File: src/rtl/prirv32_ifu_prefetch_pkg.sv
// ============================================================================
// Module   : prirv32_ifu_prefetch_pkg
// Brief    : Opcodes, instruction classes, fetch FSM states and decode helpers
//            shared by the instruction prefetch front end.
// Revision : 1.0 - initial release
// ============================================================================
`default_nettype none

package prirv32_ifu_prefetch_pkg;

  localparam logic [6:0] OPC_LUI      = 7'b0110111;
  localparam logic [6:0] OPC_AUIPC    = 7'b0010111;
  localparam logic [6:0] OPC_JAL      = 7'b1101111;
  localparam logic [6:0] OPC_JALR     = 7'b1100111;
  localparam logic [6:0] OPC_BRANCH   = 7'b1100011;
  localparam logic [6:0] OPC_LOAD     = 7'b0000011;
  localparam logic [6:0] OPC_STORE    = 7'b0100011;
  localparam logic [6:0] OPC_OP_IMM   = 7'b0010011;
  localparam logic [6:0] OPC_OP       = 7'b0110011;
  localparam logic [6:0] OPC_MISC_MEM = 7'b0001111;
  localparam logic [6:0] OPC_SYSTEM   = 7'b1110011;

  typedef enum logic [3:0] {
    CLASS_LUI      = 4'd0,
    CLASS_AUIPC    = 4'd1,
    CLASS_JAL      = 4'd2,
    CLASS_JALR     = 4'd3,
    CLASS_BRANCH   = 4'd4,
    CLASS_LOAD     = 4'd5,
    CLASS_STORE    = 4'd6,
    CLASS_OP_IMM   = 4'd7,
    CLASS_OP       = 4'd8,
    CLASS_MISC_MEM = 4'd9,
    CLASS_SYSTEM   = 4'd10,
    CLASS_ILLEGAL  = 4'd15
  } instr_class_e;

  typedef enum logic [1:0] {
    ST_IDLE = 2'd0,
    ST_REQ  = 2'd1,
    ST_DROP = 2'd2
  } fetch_state_e;

  // Opcode values all carry 2'b11 in [1:0], so compressed encodings fall to ILLEGAL.
  function automatic instr_class_e classify(input logic [31:0] instr);
    instr_class_e cls;
    cls = CLASS_ILLEGAL;
    case (instr[6:0])
      OPC_LUI:      cls = CLASS_LUI;
      OPC_AUIPC:    cls = CLASS_AUIPC;
      OPC_JAL:      cls = CLASS_JAL;
      OPC_JALR:     cls = (instr[14:12] == 3'b000) ? CLASS_JALR : CLASS_ILLEGAL;
      OPC_BRANCH:   cls = CLASS_BRANCH;
      OPC_LOAD:     cls = CLASS_LOAD;
      OPC_STORE:    cls = CLASS_STORE;
      OPC_OP_IMM:   cls = CLASS_OP_IMM;
      OPC_OP:       cls = (instr[31:25] == 7'b0000000 || instr[31:25] == 7'b0100000)
                          ? CLASS_OP : CLASS_ILLEGAL;
      OPC_MISC_MEM: cls = CLASS_MISC_MEM;
      OPC_SYSTEM:   cls = CLASS_SYSTEM;
      default:      cls = CLASS_ILLEGAL;
    endcase
    return cls;
  endfunction

  function automatic logic [31:0] imm_of(input instr_class_e cls, input logic [31:0] instr);
    logic [31:0] imm;
    imm = 32'd0;
    case (cls)
      CLASS_JALR, CLASS_LOAD, CLASS_OP_IMM, CLASS_MISC_MEM, CLASS_SYSTEM:
        imm = {{20{instr[31]}}, instr[31:20]};
      CLASS_LUI, CLASS_AUIPC:
        imm = {instr[31:12], 12'd0};
      CLASS_JAL:
        imm = {{12{instr[31]}}, instr[19:12], instr[20], instr[30:21], 1'b0};
      CLASS_BRANCH:
        imm = {{20{instr[31]}}, instr[7], instr[30:25], instr[11:8], 1'b0};
      CLASS_STORE:
        imm = {{20{instr[31]}}, instr[31:25], instr[11:7]};
      default:
        imm = 32'd0;
    endcase
    return imm;
  endfunction

endpackage

`default_nettype wire

File: src/rtl/prirv32_ifu_prefetch_sync_fifo.sv
// ============================================================================
// Module   : prirv32_ifu_prefetch_sync_fifo
// Brief    : Registered synchronous FIFO with flush; flush voids same-cycle
//            push and pop.
// Revision : 1.0 - initial release
// ============================================================================
`default_nettype none

module prirv32_ifu_prefetch_sync_fifo #(
  parameter int WIDTH = 64,
  parameter int DEPTH = 4,
  localparam int PTR_W = $clog2(DEPTH),
  localparam int CNT_W = PTR_W + 1
) (
  input  logic             clk_in,
  input  logic             rst,
  input  logic             push_i,
  input  logic [WIDTH-1:0] push_data_i,
  input  logic             pop_i,
  input  logic             flush_i,
  output logic [CNT_W-1:0] count_o,
  output logic [WIDTH-1:0] head_o
);

  logic [WIDTH-1:0] mem_q [DEPTH];
  logic [PTR_W-1:0] rd_ptr_q, wr_ptr_q;
  logic [CNT_W-1:0] count_q;
  logic             do_push, do_pop;

  assign do_push = push_i && !flush_i && (count_q != CNT_W'(DEPTH));
  assign do_pop  = pop_i  && !flush_i && (count_q != '0);

  always_ff @(posedge clk_in) begin
    if (rst || flush_i) begin
      rd_ptr_q <= '0;
      wr_ptr_q <= '0;
      count_q  <= '0;
    end else begin
      if (do_push) wr_ptr_q <= wr_ptr_q + PTR_W'(1);
      if (do_pop)  rd_ptr_q <= rd_ptr_q + PTR_W'(1);
      if (do_push && !do_pop)      count_q <= count_q + CNT_W'(1);
      else if (!do_push && do_pop) count_q <= count_q - CNT_W'(1);
    end
  end

  // Storage needs no reset: pointers and count define which entries are live.
  always_ff @(posedge clk_in) begin
    if (do_push) mem_q[wr_ptr_q] <= push_data_i;
  end

  assign count_o = count_q;
  assign head_o  = mem_q[rd_ptr_q];

endmodule

`default_nettype wire

File: src/rtl/prirv32_ifu_prefetch.sv
// ============================================================================
// Module   : prirv32_ifu_prefetch
// Brief    : Instruction fetch FSM, prefetch queue and combinational decode of
//            the queue head. Optional macro PRIRV32_IFU_PERF_EN adds counters.
// Revision : 1.0 - initial release
// ============================================================================
`default_nettype none

module prirv32_ifu_prefetch
  import prirv32_ifu_prefetch_pkg::*;
#(
  parameter int                ADDR_W     = 32,
  parameter int                FIFO_DEPTH = 4,
  parameter logic [ADDR_W-1:0] RESET_PC   = '0
) (
  input  logic              clk_in,
  input  logic              rst,
  output logic              imem_req_o,
  output logic [ADDR_W-1:0] imem_addr_o,
  input  logic              imem_ack_i,
  input  logic [31:0]       imem_data_i,
  input  logic              redirect_i,
  input  logic [ADDR_W-1:0] redirect_pc_i,
  output logic              dec_valid_o,
  input  logic              dec_ready_i,
  output logic [ADDR_W-1:0] dec_pc_o,
  output logic [31:0]       dec_instr_o,
  output logic [31:0]       dec_imm_o,
  output logic [4:0]        dec_rs1_o,
  output logic [4:0]        dec_rs2_o,
  output logic [4:0]        dec_rd_o,
  output logic [3:0]        dec_class_o,
  output logic              dec_illegal_o
`ifdef PRIRV32_IFU_PERF_EN
  ,
  output logic [31:0]       perf_fetch_cnt_o,
  output logic [31:0]       perf_stall_cnt_o
`endif
);

  localparam int CNT_W = $clog2(FIFO_DEPTH) + 1;

  fetch_state_e      state_q, state_d;
  logic [ADDR_W-1:0] pc_q, pc_d, drop_addr_q, drop_addr_d, target;
  logic              push, pop, flush, space_after_pop, room_after_push;
  logic [CNT_W-1:0]  count, count_after_pop;
  logic [ADDR_W+31:0] head;
  logic [ADDR_W-1:0] head_pc;
  logic [31:0]       head_instr;
  instr_class_e      cls;

  prirv32_ifu_prefetch_sync_fifo #(
    .WIDTH (ADDR_W + 32),
    .DEPTH (FIFO_DEPTH)
  ) u_fifo (
    .clk_in      (clk_in),
    .rst         (rst),
    .push_i      (push),
    .push_data_i ({pc_q, imem_data_i}),
    .pop_i       (pop),
    .flush_i     (flush),
    .count_o     (count),
    .head_o      (head)
  );

  assign target          = redirect_pc_i & ~ADDR_W'(3);
  assign dec_valid_o     = (count != '0);
  assign pop             = dec_valid_o && dec_ready_i;
  assign count_after_pop = count - CNT_W'(pop);
  // One slot is always reserved for the request about to be issued.
  assign space_after_pop = int'(count_after_pop) < FIFO_DEPTH;
  assign room_after_push = (int'(count_after_pop) + 1) < FIFO_DEPTH;

  always_ff @(posedge clk_in) begin
    if (rst) begin
      state_q     <= ST_IDLE;
      pc_q        <= RESET_PC;
      drop_addr_q <= RESET_PC;
    end else begin
      state_q     <= state_d;
      pc_q        <= pc_d;
      drop_addr_q <= drop_addr_d;
    end
  end

  always_comb begin
    state_d     = state_q;
    pc_d        = pc_q;
    drop_addr_d = drop_addr_q;
    push        = 1'b0;
    flush       = 1'b0;
    case (state_q)
      ST_IDLE: begin
        if (redirect_i) begin
          flush   = 1'b1;
          pc_d    = target;
          state_d = ST_REQ;
        end else if (space_after_pop) begin
          state_d = ST_REQ;
        end
      end
      ST_REQ: begin
        if (redirect_i) begin
          flush = 1'b1;
          pc_d  = target;
          if (!imem_ack_i) begin
            state_d     = ST_DROP;
            drop_addr_d = pc_q;
          end
        end else if (imem_ack_i) begin
          push    = 1'b1;
          pc_d    = pc_q + ADDR_W'(4);
          state_d = room_after_push ? ST_REQ : ST_IDLE;
        end
      end
      ST_DROP: begin
        // The bus address stays on drop_addr_q; only the resume PC follows redirects.
        if (redirect_i) begin
          flush = 1'b1;
          pc_d  = target;
        end
        if (imem_ack_i) state_d = (redirect_i || space_after_pop) ? ST_REQ : ST_IDLE;
      end
      default: state_d = ST_IDLE;
    endcase
  end

  assign imem_req_o  = (state_q != ST_IDLE);
  assign imem_addr_o = (state_q == ST_DROP) ? drop_addr_q : pc_q;

  assign head_pc    = head[ADDR_W+31:32];
  assign head_instr = head[31:0];

  always_comb begin
    cls           = classify(head_instr);
    dec_pc_o      = '0;
    dec_instr_o   = '0;
    dec_imm_o     = '0;
    dec_rs1_o     = '0;
    dec_rs2_o     = '0;
    dec_rd_o      = '0;
    dec_class_o   = '0;
    dec_illegal_o = 1'b0;
    if (dec_valid_o) begin
      dec_pc_o      = head_pc;
      dec_instr_o   = head_instr;
      dec_imm_o     = imm_of(cls, head_instr);
      dec_rs1_o     = head_instr[19:15];
      dec_rs2_o     = head_instr[24:20];
      dec_rd_o      = head_instr[11:7];
      dec_class_o   = cls;
      dec_illegal_o = (cls == CLASS_ILLEGAL);
    end
  end

`ifdef PRIRV32_IFU_PERF_EN
  logic [31:0] perf_fetch_q, perf_stall_q;

  always_ff @(posedge clk_in) begin
    if (rst) begin
      perf_fetch_q <= '0;
      perf_stall_q <= '0;
    end else begin
      if (push && perf_fetch_q != '1) perf_fetch_q <= perf_fetch_q + 32'd1;
      if (imem_req_o && !imem_ack_i && perf_stall_q != '1) perf_stall_q <= perf_stall_q + 32'd1;
    end
  end

  assign perf_fetch_cnt_o = perf_fetch_q;
  assign perf_stall_cnt_o = perf_stall_q;
`endif

endmodule

`default_nettype wire

File: config.mk
export PLATFORM = sky130hd
export DESIGN_NAME = prirv32_ifu_prefetch
export DESIGN_NICKNAME = d
export VERILOG_FILES = /design/src/rtl/prirv32_ifu_prefetch_pkg.sv /design/src/rtl/prirv32_ifu_prefetch_sync_fifo.sv /design/src/rtl/prirv32_ifu_prefetch.sv
export SDC_FILE = /design/constraint.sdc
export NUM_CORES = 1
export LEC_CHECK = 0
export ABC_AREA = 1
export CELL_PAD_IN_SITES_DETAIL_PLACEMENT = 1
export CELL_PAD_IN_SITES_GLOBAL_PLACEMENT = 2
export CORE_MARGIN = 3
export CORE_UTILIZATION = 37
export DETAILED_ROUTE_END_ITERATION = 16
export PLACE_DENSITY_LB_ADDON = 0.08
export SKIP_CTS_REPAIR_TIMING = 1
export SKIP_LAST_GASP = 1
export SLEW_MARGIN = 0
export SYNTH_ARGS = -nofsm -noshare
export SYNTH_HDL_FRONTEND = slang
export SYNTH_HIERARCHICAL = 1
export SYNTH_SLANG_ARGS = --single-unit
File: constraint.sdc
create_clock -name clk_in -period 11.1 [get_ports clk_in]
set_clock_uncertainty 0.1 [all_clocks]
set_input_delay 3.33 -clock clk_in [delete_from_list [all_inputs] [get_ports clk_in]]
set_output_delay 3.33 -clock clk_in [all_outputs]
set_load 0.05 [all_outputs]
==> impl_metrics.yaml <==
cells_and_area:
  nFillCells: 4507
  area.growth.synth_to_final_pct: 23.29
  multi_input_area_um2: 4999
  seqCellArea_um2: 9114
  n_antenna_cell: 0
  final_nets: 1830
  drive_gt1_frac: 0.07303
critical_path:
  required_ps: 7670
  worstPathMaxFanout: 72
  max_stage_delay_ps: 830
  slowest_stage: "clkdlybuf4s50_1"
  cp-end-kind: "output port"
  cp_num_buf_inv: 2
  critical_path.cell_chain: "buf_4 -> o21ai_0 -> o22ai_1 -> nor2_1 -> nand4_1 -> nand2_1 -> nand2_1 -> nor2_1 -> nand2_1 -> nand2_1 -> nand3_2 -> nand3_4 -> a21oi_1 -> clkdlybuf4s50_1"
  crit_top_cell: "nand2_1"
  arrival_ps: 5330
  start_kind: "register"
  crit_type: "register to output port"
  worst_path_dominant_cell_family: "buffers and inverters"
synthesis:
  synthTopCellsByCount: "nor2_1 (270), edfxtp_1 (256), nand2_1 (177)"
  syn_inst: 1582
  synth.most_common_cell: "nor2_1"
  synth_top_area_frac: 0.5044
  ys.flop_type: "edfxtp_1"
  syn_area_um2: 15240
  yosysWarningCount: 6
  async_flop_share: 0
  synth_edf_count: 256
  synth_top_area_cell: "edfxtp_1"
  syn_area_per_cell_um2: 9.635
  ys_ff_latch: 327
  synth_top_cells_by_area: "edfxtp_1 (50%), dfxtp_1 (9.3%), nor2_1 (6.6%), o21ai_0 (5.2%), nand2_1 (4.4%)"
  yosysSeqAreaShare: 0.5976
  synth_cell_types: 46
timing:
  hold_viol: 0
  max_freq_mhz: 114.1
  finalMaxSlewViolations: 0
  rsz0062_at_grt: "false"
  setup_violations: 0
  setup_ws_ps: 2339
  finalCritPeriodShare: 0.7893
  slew-limit-headroom: 0.2868
  fin_crit_ps: 8761
  tightest_slew_ps: 1069
  setup_tns_ps: 0
clocking:
  clock_path_buffers: 3
  cts_tree: "done"
  clk_pin_slew_worst_paths_ps: 60
  clock-sinks: 327
  numCtsBuffers: 37
  h-tree-depth: 2
  clk_latency_ps: 540
  cts-root-buf: "clkbuf_16"
power:
  power.leakage_nw: 6.728
  pwr-share-seq: 0.485
  power.total_mw: 2.854
  swShare: 0.2403
  comb_power_share: 0.091
  peakVddDrop_mv: 0.09615
  switching_power_uw: 685.9
  p_clk_frac: 0.424
  p_per_area_nw_per_um2: 151.9
  internal_power_mw: 2.168
floorplanning:
  die-area_um2: 43670
  io_pins: 219
  std_cell_rows: 73
  die_x_um: 209.0
  design.core.area_um2: 40190
  die_h_um: 209.0
  initial_core_util: 0.3793
routing:
  wl_per_cell_um: 19.63
  drt_iter0_drc: 608
  ant_nets: 0
  drcViolationCount: 0
  via_per_inst: 5.226
  vias: 12050
  wirelength_mm: 45.25
  dr.pass1.iters: 5
place:
  dp_slack_ps: 2920
  dpl.hpwl_mm: 30.03
  gp_congestion: 0.8345
  port_buffers: 214
global_route:
  grt_max_degree: 88
  grt_util_all_layers: 0.2014
  grt_pass1_wl_mm: 69.61
  antenna_found_initial: 0
  first_global_vias: 12450
  grt_remaining_overflow: 0
status:
  status: "finished, final reports clean"
worst_hold_path:
  hold_class: "register to register"
run:
  cap_violations: 0
-- path summary, 6_finish.rpt --
check                      from                  end  slack (ps)  depth (start not counted)
max                    register        dec_imm_o[31]        2340                         14
min          u_fifo/rd_ptr_q[1]             register         410                          2
max reg2reg          state_q[0]  u_fifo/mem_q[2][29]        6510                         10
min reg2reg  u_fifo/rd_ptr_q[1]             register         410                          2
-- power groups by stage --
| stage | clock, mW | combinational, mW | sequential, mW |
|---|---|---|---|
| after global placement | 0 | 0.257 | 1.41 |
| after floorplan | 0 | 0.162 | 1.40 |
| final | 1.21 | 0.260 | 1.39 |
| after CTS | 1.24 | 0.263 | 1.39 |
| after detailed placement | 0 | 0.261 | 1.41 |
| after global routing | 1.29 | 0.282 | 1.39 |
-- sequential cells by signal, indices dropped and copies added (netlist names), named ones only --
register	count
u_fifo/mem_q	256
drop_addr_q	30
pc_q	30
u_fifo/count_o	3
state_q	2
u_fifo/rd_ptr_q	2
u_fifo/wr_ptr_q	2
-- routing by layer --
| metal | wire length, µm | share of wire | GRT usage | vias to the layer above |
|---|---|---|---|---|
| li1 | - | - | - | 5783 |
| met1 | 20080 | 0.44 | 0.2588 | 5946 |
| met2 | 22600 | 0.50 | 0.3573 | 264 |
| met3 | 1607 | 0.036 | 0.02627 | 52 |
| met4 | 952 | 0.021 | 0.05704 | 0 |
| met5 | 0 | 0 | 0 | - |
-- metrics by stage --
| step | hold slack [ps] | area, µm² | util | std cells |
|---|---|---|---|---|
| 2_1_floorplan | 366.9 | 15280 | - | 1591 |
| 3_3_place_gp | 390.8 | 17590 | 0.4377 | 2238 |
| 3_5_place_dp | 400.0 | 17590 | 0.4377 | 2238 |
| 4_1_cts | 416.5 | 18790 | 0.4676 | 2305 |
| 5_1_grt | 436.9 | 18790 | 0.4676 | 2305 |
| 6_report | 410.2 | 18790 | 0.4676 | 2305 |
-- cell type report --
class	count	area share
multi-input combinational	1008	0.2660
tap	525	0.03496
clock buffer	45	0.05313
clock inverter	22	0.01085
inverter	148	0.02970
sequential	327	0.4850
timing repair buffer	230	0.1204
-- worst reg2reg max path: stages, from the launching register on --
cell and delay (ps):
dfxtp_1 450, inv_1 140, nor2_4 90, buf_4 440, inv_1 550, nor3_1 430, inv_1 70, nor2_1 130
nand2_1 270, nor2_4 860, buf_4 660
-- cell usage in the layout, fill, tap and decap left out, types with 14 or more instances in the layout --
master and count:
clkdlybuf4s50_1 214, o22ai_1 68, inv_1 137, o21ai_0 158
nor3_1 14, nand3_1 50, nand2_1 177, nor2_1 264
buf_4 16, a21oi_1 87, o21ai_1 56, a211oi_1 15
dfxtp_1 69, edfxtp_1 256, clkbuf_16 39, a21oi_2 20
-- cell families after synthesis --
| kind of cell | count (synthesis) | synth area share |
|---|---|---|
| buffers and inverters | 256 | 0.08028 |
| XOR/XNOR | 7 | 0.004022 |
| adder cells (fa/ha/maj) | 9 | 0.007881 |
| other | 1 | 0.0002460 |
| AO/OA/AOI/OAI | 431 | 0.1590 |
| AND/OR/NAND/NOR | 551 | 0.1510 |
| flip-flops | 327 | 0.5976 |
Power figures use the tool's default switching activity.
